==> src/rtl/serial_pkg.sv <==
// Shared types and constants for the serial datapath blocks.
package serial_pkg;

  typedef enum logic {
    IDLE,
    SHIFT
  } state_t;

  localparam int unsigned DEFAULT_WIDTH = 4;

  // Frame length in bits: data word plus an optional trailing parity bit.
  function automatic int unsigned frame_len(input int unsigned width, input bit parity_en);
    return parity_en ? width + 1 : width;
  endfunction

endpackage

==> src/rtl/piso_hold_buf.sv <==
// Single-entry valid/ready holding buffer; pop frees the entry in the same cycle a new word may enter.
module piso_hold_buf
  import serial_pkg::*;
#(
  parameter int unsigned WIDTH = DEFAULT_WIDTH
) (
  input  logic             clk,
  input  logic             rst,
  input  logic [WIDTH-1:0] in_data,
  input  logic             in_valid,
  output logic             in_ready,
  input  logic             pop,
  output logic [WIDTH-1:0] data,
  output logic             full
);

  assign in_ready = !full || pop;

  always_ff @(posedge clk) begin
    if (rst) begin
      full <= 1'b0;
      data <= '0;
    end else if (in_valid && in_ready) begin
      full <= 1'b1;
      data <= in_data;
    end else if (pop) begin
      full <= 1'b0;
    end
  end

endmodule

==> src/rtl/piso_serializer.sv <==
// Parallel-in/serial-out stage with zero-gap streaming through a one-word hold buffer.
// Optional macro PISO_PARITY_EN appends an even-parity bit to every frame.
module piso_serializer
  import serial_pkg::*;
#(
  parameter int unsigned WIDTH     = DEFAULT_WIDTH,
  parameter bit          MSB_FIRST = 1'b1
) (
  input  logic             clk,
  input  logic             rst,
  input  logic [WIDTH-1:0] in_data,
  input  logic             in_valid,
  output logic             in_ready,
  output logic             so,
  output logic             so_valid,
  output logic             so_last,
  output logic             busy
);

`ifdef PISO_PARITY_EN
  localparam bit PARITY_EN = 1'b1;
`else
  localparam bit PARITY_EN = 1'b0;
`endif
  localparam int unsigned FL = frame_len(WIDTH, PARITY_EN);
  localparam int unsigned CW = $clog2(FL);

  logic [WIDTH-1:0] hold_data;
  logic             hold_full;
  logic             hold_move;
  state_t           state;
  logic [CW-1:0]    bit_cnt;
  logic [FL-1:0]    sreg;
  logic [FL-1:0]    load_word;
  logic [FL-1:0]    shifted;
  logic             at_last;

  piso_hold_buf #(.WIDTH(WIDTH)) u_hold (
    .clk     (clk),
    .rst     (rst),
    .in_data (in_data),
    .in_valid(in_valid),
    .in_ready(in_ready),
    .pop     (hold_move),
    .data    (hold_data),
    .full    (hold_full)
  );

  assign at_last   = (bit_cnt == CW'(FL - 1));
  assign hold_move = hold_full && ((state == IDLE) || at_last);

  // Parity sits after the data bits in transmit order, so its slot depends on shift direction.
  always_comb begin
    load_word = '0;
`ifdef PISO_PARITY_EN
    load_word = MSB_FIRST ? {hold_data, ^hold_data} : {^hold_data, hold_data};
`else
    load_word = hold_data;
`endif
  end

  assign shifted = MSB_FIRST ? {sreg[FL-2:0], 1'b0} : {1'b0, sreg[FL-1:1]};

  always_ff @(posedge clk) begin
    if (rst) begin
      state   <= IDLE;
      bit_cnt <= '0;
      sreg    <= '0;
    end else begin
      case (state)
        IDLE: begin
          if (hold_move) begin
            sreg    <= load_word;
            bit_cnt <= '0;
            state   <= SHIFT;
          end
        end
        SHIFT: begin
          if (hold_move) begin
            sreg    <= load_word;
            bit_cnt <= '0;
          end else begin
            sreg    <= shifted;
            bit_cnt <= at_last ? '0 : bit_cnt + 1'b1;
            if (at_last) state <= IDLE;
          end
        end
        default: state <= IDLE;
      endcase
    end
  end

  assign so_valid = (state == SHIFT);
  assign so       = so_valid && (MSB_FIRST ? sreg[FL-1] : sreg[0]);
  assign so_last  = so_valid && at_last;
  assign busy     = so_valid || hold_full;

endmodule

==> config.mk <==
export PLATFORM = sky130hd
export DESIGN_NAME = piso_serializer
export DESIGN_NICKNAME = d
export VERILOG_FILES = /design/src/rtl/serial_pkg.sv /design/src/rtl/piso_hold_buf.sv /design/src/rtl/piso_serializer.sv
export SDC_FILE = /design/constraint.sdc
export NUM_CORES = 1
export LEC_CHECK = 0
export CAP_MARGIN = 25
export CORE_UTILIZATION = 37
export CTS_CLUSTER_DIAMETER = 40
export DETAILED_ROUTE_END_ITERATION = 6
export GPL_TIMING_DRIVEN = 0
export PLACE_DENSITY_LB_ADDON = 0.25
export SYNTH_ARGS = -nofsm -noshare
export SYNTH_HDL_FRONTEND = slang
export SYNTH_HIERARCHICAL = 1
export SYNTH_SLANG_ARGS = --single-unit
export TNS_END_PERCENT = 100
==> constraint.sdc <==
create_clock -name clk -period 2.7 [get_ports clk]
set_input_delay 0.81 -clock clk [delete_from_list [all_inputs] [get_ports clk]]
set_output_delay 0.81 -clock clk [all_outputs]
set_load 0.005 [all_outputs]
### Word level (Yosys, flattened, before mapping)

Index checks and enable logic that the tools add are counted.

| word-level totals | value |
|---|---|
| register bits | 12 |
| input bits | 7 |
| output and inout bits | 5 |
| word-level logic and storage cells | 31 |

| cells by class | value |
|---|---|
| $add $sub $neg | 1 |
| equality and inequality tests | 2 |
| multiplexer cells | 13 |
| bitwise operators | 1 |
| reductions and logical operators | 9 |

Operator list:

| cell | count |
|---|---|
| two-way mux 4 bit | 2 |
| case mux 4 bit (2 select lines) | 1 |
| two-way mux 2 bit | 3 |
| two-way mux 1 bit | 5 |
| logical AND 1 bit | 4 |
| case mux 2 bit (2 select lines) | 1 |
| logical OR 1 bit | 3 |
| adder 2 x 1 -> 2 bit, second input constant | 1 |
| equality test 2 bit, second input constant | 1 |
| != test 2 x 1 -> 1 bit, second input constant | 1 |
| case mux 1 bit (2 select lines) | 1 |
| nonzero test 2 bit | 1 |
| logical NOT 1 bit | 1 |
| NOT 1 bit | 1 |

### Longest topological paths before layout

| logic depth | value |
|---|---|
| word-level depth | 6 |
| gate-level depth with buffers | 7 |
| mapped depth without buffers | 6 |

### By module

The synthesis kept the hierarchy.

Modules (own cells, without submodules):

| module | instances | cells an instance | area an instance (um2) | sequential area each (um2) |
|---|---|---|---|---|
| piso_serializer | 1 | 32 | 317.8 | 140.1 |
| piso_hold_buf | 1 | 22 | 217.7 | 100.1 |

### Least setup slack after synthesis

OpenSTA, ideal clock, no wires.

| timing | value |
|---|---|
| kind | flip-flop to output port |
| start point | register bit_cnt[0] |
| end point | output in_ready |
| arrival | 1123 ps |
| data required time | 1890 ps |
| slack | 767 ps |
| cell stages (with the launch flop) | 6 |
| path buffers | 1 |
| cells stage by stage | dfxtp_1 > ha_1 > nand2b_1 > and2_1 > nand2b_4 > buf_6 |

| on the way | value |
|---|---|
| longest elaborated chain between the ends | 4 |

RTL lines:

| item | RTL line | source |
|---|---|---|
| start, declared | piso_serializer.sv:32 | `logic [CW-1:0] bit_cnt;` |
| start signal, assigned | piso_serializer.sv:84 | `bit_cnt <= at_last ? '0 : bit_cnt + 1'b1;` |
| equality test 2 bit | piso_serializer.sv:49 | `assign at_last = (bit_cnt == CW'(FL - 1));` |
| logical OR 1 bit | piso_serializer.sv:50 | `assign hold_move = hold_full && ((state == IDLE) \|\| at_last);` |
| logical AND 1 bit | piso_serializer.sv:50 |  |
| net hold_move | piso_serializer.sv:30 | `logic hold_move;` |
| logical OR 1 bit | piso_hold_buf.sv:17 | `assign in_ready = !full \|\| pop;` |
| end, declared | piso_serializer.sv:13 | `output logic in_ready,` |

The timed path passes the listed nets, and every way through them passes these cells.

### Worst setup path after layout

| timing | value |
|---|---|
| start point | register bit_cnt[1] |
| end point | output in_ready |

Same word-level chain as after synthesis.

==> flow_summary_export.csv <==
group,metric,value,unit
sta,finalHoldViolCount,0,
clock_tree,hold_buffers,0,
critical_path,cpPeakStageDelay,440,ps
sta,fin_setup_tns,0,ps
floorplan,rows,13,
floorplan,die_y,40.0,um
synthesis,syn_nets,62,
critical_path,crit_type,"reg2out",
grt,grt_use_total,13.8,%
drt,wl_per_cell,10.8,um
critical_path,ff2ff_setup_slack,1230,ps
grt,gr-usage-met3,5.00,%
critical_path,critPathCaptureType,"output pin",
grt,use_met1,19.2,%
clock_tree,clockRootBuffer,"clkbuf_4",
critical_path,crit_path_frequent_cell,"nand2b_4",
grt,busiest_layer,"met1",
critical_path,critPathTopFamily,"buffers and inverters",
sta,worstMarginPinSlew,441,ps
sta,slew_violations,0,
power,ir_drop,0.000364,V
critical_path,critPathLaunchType,"flip-flop",
placed_design,numPortBuffers,10,
clock_tree,path_clk_slew,80,ps
cells_and_area,final_core_util,54.1,%
clock_tree,post-cts-setup-buffers,0,
drt,viasPerCell,5.04,
sta,post-route-min-period,2610,ps
run,drv_cap,0,
drt,drt_pre_antenna_iters,5,
grt,antenna_found_initial,0,
grt,grt_pass1_vias,310,
synthesis,synth-seq-cells,12,
synthesis,synth_area,536,um2
sta,setup_violations,0,
clock_tree,cts_tree,"yes",
floorplan,dieWidth,40.0,um
grt,grt_pass1_wl,1410,um
cells_and_area,drive_above_1_share,22.1,%
cells_and_area,syn_to_final_growth,33.2,%
floorplan,core,0.00132,mm2
critical_path,cp_max_fo,10,
critical_path,cp_cell_sequence,"ha_4 > nand2b_4 > and2_1 > nand2b_4 > buf_6 > clkdlybuf4s50_1",
grt,overflow,0,
clock_tree,clock_path_buffers,2,
cells_and_area,antenna_cells,0,
synthesis,synth_warnings,6,
clock_tree,cts_inserted_buffers,3,
sta,slew_headroom,70.5,%
sta,rsz0062_at_grt,"no",
sta,fin_crit_sh,96.6,%
cells_and_area,fillers,126,
synthesis,synth_cells,54,
drt,drc,0,
power,p_per_area,568,mW/mm2
synthesis,synth-main-ff-cell,"dfxtp_1",
placed_design,gp_congestion,0.624,
synthesis,syn_area_per_cell,9.92,um2
placed_design,pre_cts_ws,233,ps
grt,grt_max_degree,13,
drt,finalWirelength,900,um
critical_path,cp.required,1890,ps
sta,fin_skew,2.63,ps
synthesis,synthArstFlopShare,0,%
placed_design,post-dp-hpwl,618,um
synthesis,yosysMostFrequentCell,"dfxtp_1",
synthesis,ys_seq_area_share,44.9,%
outcome,status,"complete, no violations",
sta,fmax,0.383,GHz
power,power_leakage,0.000273,uW
synthesis,yosysUniqueCellTypes,20,
floorplan,io_pins,12,
synthesis,netlist.area_leader.share,44.9,%
synthesis,ys_top_cells_by_count,"dfxtp_1 (12), nor2_1 (7), a21oi_1 (6)",
critical_path,crit_buf_inv,2,
synthesis,synth_top_area_cell,"dfxtp_1",
synthesis,synth_area_leaders,"dfxtp_1 (45%), a21bo_1 (7.5%), a21oi_1 (5.6%), mux2i_1 (5.6%), nor2_1 (4.9%)",
critical_path,crit_path_top_delay_cell,"clkdlybuf4s50_1",
synthesis,synth_edf_count,0,
floorplan,start_util,40.6,%
sta,setup_ws,91.2,ps
cells_and_area,nets,77,
drt,drt_iter0_markers,5,
floorplan,die-area,0.00160,mm2
grt,grt_use_met2,18.1,%
clock_tree,clk_latency,260,ps
drt,vias,418,
worst_hold_path,hp-class,"reg2reg",
clock_tree,htree_num_levels,1,
drt,antenna_left,0,
sta,whs,498,ps
clock_tree,cts_sinks,12,
critical_path,worstPathArrival,1800,ps
## repair_timing
action	in CTS	in global routing
pin swaps	0	1
endpoints found under the setup margin	1	1
resized for setup	2	3
## registers in the layout (all words and copies together) (netlist names)
signal	flops
so_valid	1
u_hold/full	1
sreg	4
bit_cnt	2
u_hold/data	4
## per-layer routing
metal,share of wire [%],wire (um)
met5,0,0
met4,0,0
met3,4.8,43
met2,46,411
met1,49,445
## cells by family after synthesis
logic type / Yosys count / share of synthesized area (%)
AOI/OAI and AO/OA: 16 / 23.8
adders and majority gates: 1 / 2.34
muxes: 4 / 7.71
DFF: 12 / 44.9
buffers and inverters: 5 / 4.91
and+or+nand+nor: 16 / 16.4
## worst min-delay path, delay by kind of cell, from the launching register on
kind	cells	cell delay (ps)
AO/OA/AOI/OAI	1	60
flip-flops	1	330
AND/OR/NAND/NOR	1	70
## final cells by class
class,count,area (um2),share of cell area (%)
well taps,15,18.8,2.63
plain buffers,2,15.0,2.11
flip-flops and latches,12,243,34.0
repair buffers,10,100,14.0
inverters,3,11.3,1.58
multi-input cells,37,289,40.5
clock buffers,4,36.3,5.09
## final timing paths
kind,from,end,cells after the start
setup / recovery,bit_cnt[1],in_ready,6
hold / removal,sreg[0],sreg[0],2
setup reg to reg,bit_cnt[1],u_hold/data[0],7
hold reg to reg,sreg[0],sreg[0],2
## cell usage in the layout, fill, tap and decap left out
cell             instances
mux2_2                   1
clkdlybuf4s50_1         10
dfxtp_1                 10
clkbuf_4                 3
buf_6                    1
clkbuf_8                 1
nor2_1                   7
a32oi_1                  1
a211oi_1                 3
clkbuf_1                 1
dfxtp_2                  2
nand2b_4                 2
a21bo_1                  4
inv_2                    1
a21oi_1                  6
mux2i_1                  3
inv_1                    2
and2_1                   1
a21boi_4                 1
ha_4                     1
nand3_1                  4
a22oi_1                  1
and2_2                   2
## metrics by stage
| step | total power (uW) | instance area, um2 | instances |
|---|---|---|---|
| floorplan | 240 | 536 | 54 |
| global placement | 266 | 654 | 79 |
| detailed placement | 266 | 654 | 79 |
| CTS | 409 | 701 | 83 |
| global route | 429 | 713 | 83 |
| finish | 405 | 713 | 83 |
## report_power, final
| part | internal [uW] | switching (uW) |
|---|---|---|
| registers | 190 | 10.3 |
| clock network | 81.8 | 58.7 |
| logic | 37.6 | 27.2 |
| total | 309 | 96.3 |
(Power assumes the default switching activity.)
